`src/rtl/display_scan_capture.sv`:
```
// Captures a multiplexed 8-digit display scan (active-low anodes plus digit value)
// into a stable frame of eight digit registers, flagging out-of-order or malformed scans.
module display_scan_capture #(
  parameter int SETTLE = 2
) (
  input  logic       clk,
  input  logic       reset,
  input  logic [7:0] an,
  input  logic [3:0] disp,
  input  logic       sample_en,
  input  logic       err_clr,
  output logic [3:0] dig0,
  output logic [3:0] dig1,
  output logic [3:0] dig2,
  output logic [3:0] dig3,
  output logic [3:0] dig4,
  output logic [3:0] dig5,
  output logic [3:0] dig6,
  output logic [3:0] dig7,
  output logic       frame_valid,
  output logic       seq_err,
  output logic       illegal_err,
  output logic       err_flag
);

  localparam logic [3:0] SETTLE_C = 4'(SETTLE);

  typedef enum logic [1:0] {SYNC, COLLECT, PUBLISH} state_e;

  logic [7:0] held_an_q, held_an_d;
  logic [3:0] held_disp_q, held_disp_d;
  logic [3:0] cnt_q, cnt_d;
  logic       cap_q, cap_d;
  logic       mismatch;

  // NOTE: every variable assigned in always_comb gets a default first, so no path
  // leaves it unassigned and no latch is inferred.
  always_comb begin
    held_an_d   = held_an_q;
    held_disp_d = held_disp_q;
    cnt_d       = cnt_q;
    cap_d       = 1'b0;
    mismatch    = ({an, disp} != {held_an_q, held_disp_q});
    if (sample_en) begin
      if (mismatch) begin
        held_an_d   = an;
        held_disp_d = disp;
        cnt_d       = 4'd1;
      end else if (cnt_q < SETTLE_C) begin
        cnt_d = cnt_q + 4'd1;
      end
      // A count already parked at SETTLE never re-captures the same sample.
      cap_d = (cnt_d == SETTLE_C) && (mismatch || (cnt_q != SETTLE_C));
    end
  end

  // NOTE: sequential state uses non-blocking assignments so every register samples
  // the pre-edge values, independent of statement order.
  always_ff @(posedge clk) begin
    if (reset) begin
      held_an_q   <= 8'hFF;
      held_disp_q <= 4'd0;
      cnt_q       <= 4'd0;
      cap_q       <= 1'b0;
    end else begin
      held_an_q   <= held_an_d;
      held_disp_q <= held_disp_d;
      cnt_q       <= cnt_d;
      cap_q       <= cap_d;
    end
  end

  // The captured sample stays in the held registers for the cycle cap_q is high.
  logic [7:0] inv_an;
  logic [2:0] cap_idx;
  logic       cap_valid, cap_blank;

  always_comb begin
    inv_an  = ~held_an_q;
    cap_idx = 3'd0;
    for (int k = 0; k < 8; k++) begin
      if (inv_an[k]) cap_idx = 3'(k);
    end
    cap_blank = (held_an_q == 8'hFF);
    cap_valid = !cap_blank && ((inv_an & (inv_an - 8'd1)) == 8'd0);
  end

  state_e     state_q;
  logic [2:0] expect_q;
  logic [3:0] shadow_q [8];
  logic [3:0] dig_q    [8];
  logic       frame_valid_q, seq_err_q, illegal_err_q, err_flag_q;
  logic       ill_hit, seq_hit;

  assign ill_hit = cap_q && !cap_blank && !cap_valid;
  assign seq_hit = cap_q && cap_valid && (state_q == COLLECT) && (cap_idx != expect_q);

  always_ff @(posedge clk) begin
    if (reset) begin
      state_q       <= SYNC;
      expect_q      <= 3'd0;
      frame_valid_q <= 1'b0;
      seq_err_q     <= 1'b0;
      illegal_err_q <= 1'b0;
      err_flag_q    <= 1'b0;
      // NOTE: the shadow frame is a small register file, not a RAM; it is reset so a
      // discarded partial frame can never leak stale digits after reset.
      for (int k = 0; k < 8; k++) begin
        shadow_q[k] <= 4'd0;
        dig_q[k]    <= 4'd0;
      end
    end else begin
      frame_valid_q <= 1'b0;
      seq_err_q     <= seq_hit;
      illegal_err_q <= ill_hit;
      if (ill_hit || seq_hit) err_flag_q <= 1'b1;
      else if (err_clr)       err_flag_q <= 1'b0;

      if (state_q == PUBLISH) begin
        for (int k = 0; k < 8; k++) dig_q[k] <= shadow_q[k];
        frame_valid_q <= 1'b1;
        state_q       <= SYNC;
      end

      // Later assignments win, so an illegal capture overrides everything above.
      if (ill_hit) begin
        state_q <= SYNC;
      end else if (cap_q && cap_valid) begin
        if (state_q == COLLECT && cap_idx == expect_q) begin
          shadow_q[cap_idx] <= held_disp_q;
          expect_q          <= expect_q + 3'd1;
          if (cap_idx == 3'd7) state_q <= PUBLISH;
        end else if (cap_idx == 3'd0) begin
          shadow_q[0] <= held_disp_q;
          expect_q    <= 3'd1;
          state_q     <= COLLECT;
        end else if (state_q == COLLECT) begin
          state_q <= SYNC;
        end
      end
    end
  end

  assign dig0        = dig_q[0];
  assign dig1        = dig_q[1];
  assign dig2        = dig_q[2];
  assign dig3        = dig_q[3];
  assign dig4        = dig_q[4];
  assign dig5        = dig_q[5];
  assign dig6        = dig_q[6];
  assign dig7        = dig_q[7];
  assign frame_valid = frame_valid_q;
  assign seq_err     = seq_err_q;
  assign illegal_err = illegal_err_q;
  assign err_flag    = err_flag_q;

endmodule

```
`config.mk`:
```
export PLATFORM = sky130hd
export DESIGN_NAME = display_scan_capture
export DESIGN_NICKNAME = d
export VERILOG_FILES = /design/src/rtl/display_scan_capture.sv
export SDC_FILE = /design/constraint.sdc
export NUM_CORES = 1
export LEC_CHECK = 0
export ABC_AREA = 1
export CAP_MARGIN = 10
export CELL_PAD_IN_SITES_DETAIL_PLACEMENT = 0
export CELL_PAD_IN_SITES_GLOBAL_PLACEMENT = 1
export CORE_UTILIZATION = 47
export CTS_BUF_LIST = sky130_fd_sc_hd__clkbuf_8
export CTS_CLUSTER_DIAMETER = 40
export DETAILED_ROUTE_END_ITERATION = 6
export PLACE_DENSITY = 0.9
export SLEW_MARGIN = 10
export SYNTH_ARGS = -nofsm -noshare
export SYNTH_HDL_FRONTEND = slang
export SYNTH_SLANG_ARGS = --single-unit
export TNS_END_PERCENT = 30
```
`constraint.sdc`:
```
create_clock -name clk -period 6.4 [get_ports clk]
set_clock_uncertainty 0.15 [all_clocks]
set_input_delay 1.92 -clock clk [delete_from_list [all_inputs] [get_ports clk]]
set_output_delay 1.92 -clock clk [all_outputs]
set_load 0.01 [all_outputs]
```
==> results of run 1 <==
## flip-flops by register name (all words and copies together), names as in the netlist, 2 cells and up
signal / cells
expect_q: 3
held_disp_q: 4
cnt_q: 4
held_an_q: 8
shadow_q: 32
state_q: 2
dig_q: 32
## routing by layer
layer | share of wire [%] | track usage (%)
met5 | 0 | 0
met4 | 1.6 | 7.051
met1 | 44 | 20.54
met3 | 4.0 | 4.228
met2 | 51 | 30.02
## final timing paths
path	startpoint	endpoint	slack (ns)	depth (start not counted)
max	reset	dig_q[0][6]	2.12	4
min reg2reg	cnt_q[3]	cnt_q[3]	0.28	2
min	cnt_q[3]	cnt_q[3]	0.28	2
max reg2reg	held_an_q[7]	shadow_q[7][0]	3.78	7
## power groups by stage
stage	Clock (uW)	Sequential (uW)	Combinational [uW]
floorplan	0	669	63.6
detailed placement	0	667	107
global route	499	656	119
CTS	477	654	107
finish	467	654	106
global placement	0	666	105
## final cells by class
type	count	area, um^2	area share, %
multi-input cells	247	1211	25.39
flip-flops and latches	90	2442	51.19
clock inverters	7	122.6	2.570
repair buffers	52	518.0	10.86
clock buffers	9	123.9	2.596
well taps	102	127.6	2.675
inverters	60	225.2	4.721
## critical path, delay by kind of cell
family	cells	cell delay, ns
compound gates	1	0.17
buf+inv	3	2.03
## kinds of logic (layout without fill, tap and decap cells)
kind of cell	Yosys count	in the layout	share of synthesized area [%]
buf+inv	69	128	6.924
xor+xnor	12	12	2.680
fa+ha+maj	3	3	0.9573
flops	90	90	62.28
compound gates	21	21	2.872
simple gates	211	211	24.28
## placed cells by master, fill, tap and decap left out, types with 5 or more instances in the layout
cell,instances
sky130_fd_sc_hd__clkdlybuf4s50_1,51
sky130_fd_sc_hd__a21oi_1,6
sky130_fd_sc_hd__nor3_1,6
sky130_fd_sc_hd__nor2_1,91
sky130_fd_sc_hd__nand2_2,7
sky130_fd_sc_hd__clkbuf_8,9
sky130_fd_sc_hd__nand3_1,24
sky130_fd_sc_hd__dfxtp_1,26
sky130_fd_sc_hd__o21ai_0,10
sky130_fd_sc_hd__inv_1,60
sky130_fd_sc_hd__nand2_1,60
sky130_fd_sc_hd__nand4_1,5
sky130_fd_sc_hd__xnor2_1,8
sky130_fd_sc_hd__edfxtp_1,64
## stage by stage
step | utilization, % | area (um^2) | power (uW)
finish | 60.49 | 4771 | 1227
CTS | 60.49 | 4771 | 1238
global route | 60.49 | 4771 | 1274
global placement | 57.36 | 4524 | 770.8
floorplan | - | 3921 | 732.8
detailed placement | 57.36 | 4524 | 774.1
==> impl_metrics.yaml, run 1 <==
worst_setup_path:
  arrival_ns: 4.15
  start_kind: "primary input"
  worst-setup-path-type: "primary input to flip-flop"
  worst_path_max_delay_cell: "sky130_fd_sc_hd__clkdlybuf4s50_1"
  cp_cell_sequence: "clkdlybuf4s50_1 > inv_1 > o21ai_2 > buf_4"
  timing.critical_path.slowest_cell_delay_ns: 1.03
  cp_data_required_time_ns: 6.26
  end_kind: "flip-flop"
  critical_path_peak_fanout: 32
timing:
  max_freq_ghz: 0.2335
  holdWs_ns: 0.2844
  maxSlewViolCount: 0
  worst-slew-pin-transition_ns: 0.8639
  fin_ws_ns: 2.117
  totalNegativeSetupSlack_ns: 0
  worst_slew_margin_rel_pct: 42.23
  setup_repair_after_global_routing_missed_its_margin: "no"
  timing_hold_violations_final: 0
  layout_min_cycle_time_ns: 4.283
  timing.final.setup_violations: 0
  final.period_utilization_pct: 66.92
clocking:
  cts_made_buffers: 9
  cts_setup_buffers: 0
  htree_levels: 3
  cts_tree: "yes"
  worst_setup_hold_path_clk_slew_ns: 0.09
  clock_latency_ns: 0.36
  root_buffer: "sky130_fd_sc_hd__clkbuf_8"
  hold_buffers: 0
  clk_path_buf_depth: 2
  cts.sinks: 90
  ctsResizeCount: 0
logic_synthesis:
  number_of_synthesized_flops_with_an_enable_pin: 64
  synth_top_cell_by_area: "sky130_fd_sc_hd__edfxtp_1"
  yosys_most_used_dff: "sky130_fd_sc_hd__edfxtp_1"
  synth_seq_area_share_pct: 62.28
  synth_top_cells_by_count: "91 x sky130_fd_sc_hd__nor2_1, 64 x sky130_fd_sc_hd__edfxtp_1, 60 x sky130_fd_sc_hd__inv_1, 60 x sky130_fd_sc_hd__nand2_1, 26 x sky130_fd_sc_hd__dfxtp_1"
  number_of_library_cell_types_mapped_by_synthesis: 28
  post_synth_instance_area_um2: 3921
  synth.yosys.warnings: 0
  synth_most_common_cell: "sky130_fd_sc_hd__nor2_1"
  netlist_top_cells_area: "sky130_fd_sc_hd__edfxtp_1 49%, sky130_fd_sc_hd__dfxtp_1 13%, sky130_fd_sc_hd__nor2_1 8.7%, sky130_fd_sc_hd__inv_1 5.7%, sky130_fd_sc_hd__nand2_1 5.7%"
  ys_seq_elements: 90
  number_of_cells_produced_by_synthesis: 406
  synthDominantCellAreaShare_pct: 49.01
  synth-async-reset-ratio_pct: 0
  synthesis.area_per_instance_um2: 9.658
  synth_nets: 425
die:
  ioPinCount: 52
  fp-row-count: 32
  floorplan.core_area_um2: 7888
  die_area_um2: 8712
  fp.dieW_um: 93.34
  die_h_um: 93.34
  starting_density_of_the_core_pct: 49.71
routing:
  drt_pre_antenna_iters: 5
  routed_wire_length_per_instance_um: 11.88
  vias_post_dr: 2736
  drc: 0
  routed_via_density: 4.825
  dr.first_iter.drc_count: 110
  finalWirelength_um: 6734
  antenna_left: 0
power:
  clock_power_share_pct: 38.1
  cellInternalPower_uw: 948.0
  p_leak_uw: 0.001956
  powerDensity_nw_per_um2: 257.1
  switching_power_uw: 278.7
  p_seq_share_pct: 53.3
  power_switching_share_pct: 22.72
  vdd.ir_drop.worst_v: 0.0001188
  combinationalPowerShare_pct: 8.7
placed_design:
  gp_congestion: 0.8674
  numPlacedInstances: 551
  place_hpwl_um: 4867
  preCtsSetupSlack_ns: 1.705
  numPortBuffers: 51
final_layout:
  nFillCells: 675
  num-nets-final: 479
  synthToLayoutAreaGrowth_pct: 21.67
  antenna-diode-count: 0
  drive_above_1_share_pct: 8.817
  post_layout_nonfiller_instances: 567
global_route:
  gr-total-overflow: 0
  antenna_found_initial: 0
  grt_use_total_pct: 17.31
  grt_pass1_vias: 2517
  grt_max_degree: 33
  wire_length_of_the_first_global_routing_pass_um: 11410
status:
  status: "completed"
min_path:
  min-delay-path-class: "flip-flop to flip-flop"
run:
  max_cap_violations: 0
(Power assumes the default switching activity.)
==> inputs of run 2 (changes only) <==
--- a/config.mk
+++ b/config.mk
@@ -9,11 +9,11 @@
 export CAP_MARGIN = 10
 export CELL_PAD_IN_SITES_DETAIL_PLACEMENT = 0
 export CELL_PAD_IN_SITES_GLOBAL_PLACEMENT = 1
-export CORE_UTILIZATION = 47
+export CORE_UTILIZATION = 44
 export CTS_BUF_LIST = sky130_fd_sc_hd__clkbuf_8
 export CTS_CLUSTER_DIAMETER = 40
 export DETAILED_ROUTE_END_ITERATION = 6
-export PLACE_DENSITY = 0.9
+export PLACE_DENSITY = 0.85
 export SLEW_MARGIN = 10
 export SYNTH_ARGS = -nofsm -noshare
 export SYNTH_HDL_FRONTEND = slang
==> constraint.sdc (replaced) <==
create_clock -name clk -period 4.2 [get_ports clk]
set_clock_uncertainty 0.15 [all_clocks]
set_input_delay 1.26 -clock clk [delete_from_list [all_inputs] [get_ports clk]]
set_output_delay 1.26 -clock clk [all_outputs]
set_load 0.01 [all_outputs]
==> run 2 against run 1 <==
Against the previous run: design area is 0.50% lower; cell count is 1.4% higher; via count is 1.2% lower; power is 43% higher; clock-buffer cell count stayed put; critical path depth is 5 higher; sequential share of layout area is 0.26 points higher; register-to-register slack worse by 2.2 ns; clock power is 28% higher; largest cell class unchanged; largest power group unchanged.
==> impl_metrics.yaml, run 2 (synthesis gave the netlist of run 1 again) <==
clocking:
  clock_latency_ns: 0.36
  cts_tree: "yes"
  hold_buffers: 0
  cts_setup_buffers: 0
  cts.sinks: 90
  htree_levels: 3
  root_buffer: "sky130_fd_sc_hd__clkbuf_8"
  ctsResizeCount: 0
  clk_path_buf_depth: 2
  cts_made_buffers: 9
  worst_setup_hold_path_clk_slew_ns: 0.09
timing:
  final.period_utilization_pct: 75.14
  fin_ws_ns: 1.044
  setup_repair_after_global_routing_missed_its_margin: "no"
  totalNegativeSetupSlack_ns: 0
  max_freq_ghz: 0.3169
  timing.final.setup_violations: 0
  timing_hold_violations_final: 0
  maxSlewViolCount: 0
  worst_slew_margin_rel_pct: 57.77
  layout_min_cycle_time_ns: 3.156
  worst-slew-pin-transition_ns: 0.6328
final_layout:
  num-nets-final: 481
  antenna-diode-count: 0
  sequential_cell_area_um2: 2442
  leading_cell_type_in_the_layout_fill_and_taps_excluded: "sky130_fd_sc_hd__nor2_1"
  mostFrequentLayoutCells: "91 x sky130_fd_sc_hd__nor2_1, 64 x sky130_fd_sc_hd__edfxtp_1, 61 x sky130_fd_sc_hd__inv_1, 60 x sky130_fd_sc_hd__nand2_1, 51 x sky130_fd_sc_hd__clkdlybuf4s50_1"
  top_regs: "dig_q: 32 flops, shadow_q: 32 flops, held_an_q: 8 flops"
  drive_above_1_share_pct: 8.994
  nFillCells: 803
  synthToLayoutAreaGrowth_pct: 21.06
  multi_input_area_um2: 1211
placed_design:
  gp_congestion: 0.8368
  place_hpwl_um: 4797
  numPortBuffers: 51
  preCtsSetupSlack_ns: 0.6336
power:
  powerDensity_nw_per_um2: 370.1
  vdd.ir_drop.worst_v: 0.0001648
  p_leak_uw: 0.001946
  finalPower_uw: 1757
die:
  fp.dieW_um: 96.41
  starting_density_of_the_core_pct: 45.18
  die_h_um: 96.41
  fp-row-count: 34
  die_area_um2: 9294
  ioPinCount: 52
  floorplan.core_area_um2: 8678
global_route:
  grt_pass1_vias: 2460
  wire_length_of_the_first_global_routing_pass_um: 11160
  global_route.usage.met1_pct: 19.42
  grt_use_total_pct: 16.12
  gr_met2_demand_resource_pct: 27.84
  grt.busiest_layer: "met2"
  antenna_found_initial: 0
  gr-total-overflow: 0
  grt_max_degree: 33
  gr-usage-met3_pct: 3.286
min_path:
  min-delay-path-class: "flip-flop to flip-flop"
  worst_hold_path.num_cells: 2
routing:
  finalWirelength_um: 6595
  dr.first_iter.drc_count: 88
  drt_pre_antenna_iters: 4
  routed_via_density: 4.699
  vias_post_dr: 2702
  routed_wire_length_per_instance_um: 11.47
  drc: 0
  antenna_left: 0
status:
  status: "completed"
worst_setup_path:
  start_kind: "primary input"
  worst_path_max_delay_cell: "sky130_fd_sc_hd__clkdlybuf4s50_1"
  worst-setup-path-type: "primary input to flip-flop"
  end_kind: "flip-flop"
  critical_path_peak_fanout: 14
  r2r.worst_path.cells: 7
  timing.critical_path.slowest_cell_delay_ns: 0.50
  arrival_ns: 3.26
  cp_cell_sequence: "clkdlybuf4s50_1 > xnor2_1 > nand4_1 > nor3_1 > nand2_1 > nand2_1 > inv_1 > nor2_1 > nor2_1"
  cp_data_required_time_ns: 4.30
run:
  max_cap_violations: 0
run 2: layout make-up:
type                       instances  share of cell area [%]
clock inverter                     7                   1.608
inverter                          60                   4.744
multi-input combinational        247                   25.51
tap                              108                   2.847
timing repair buffer              54                   11.23
clock buffer                       9                   2.609
sequential                        90                   51.45
run 2: power breakdown:
group          internal (uW)  total (uW)  leakage [uW]  switching, uW
logic                   67.5         162      0.000971           94.8
registers                978         995      0.000873           17.7
clock network            280         599      0.000102            319
total                   1330        1760       0.00195            431
run 2: per-layer routing:
metal | wire [um] | part of all wire, %
met4 | 148 | 2.2
met2 | 3187 | 48
met5 | 0 | 0
met3 | 301 | 4.6
met1 | 2956 | 45
run 2: path summary, 6_finish.rpt:
check | endpoint | slack (ns) | from
setup / recovery | held_disp_q[1] | 1.04 | disp[0]
hold / removal | cnt_q[3] | 0.29 | cnt_q[3]
setup reg to reg | shadow_q[7][2] | 1.58 | held_an_q[7]
hold reg to reg | cnt_q[3] | 0.29 | cnt_q[3]
run 2: critical path, delay by kind of cell:
| kind | cells | cell delay, ns |
|---|---|---|
| XOR/XNOR | 1 | 0.13 |
| AND/OR/NAND/NOR | 6 | 1.04 |
| buffers and inverters | 2 | 0.81 |
run 2: stage by stage:
stage,utilization [%],hold slack (ns),area (um^2),std cells
after floorplan,-,0.2583,3921,406
after global placement,52.39,0.2690,4547,559
after detailed placement,52.39,0.2749,4547,559
after CTS,54.70,0.2892,4747,575
after global routing,54.70,0.3200,4747,575
final,54.70,0.2859,4747,575
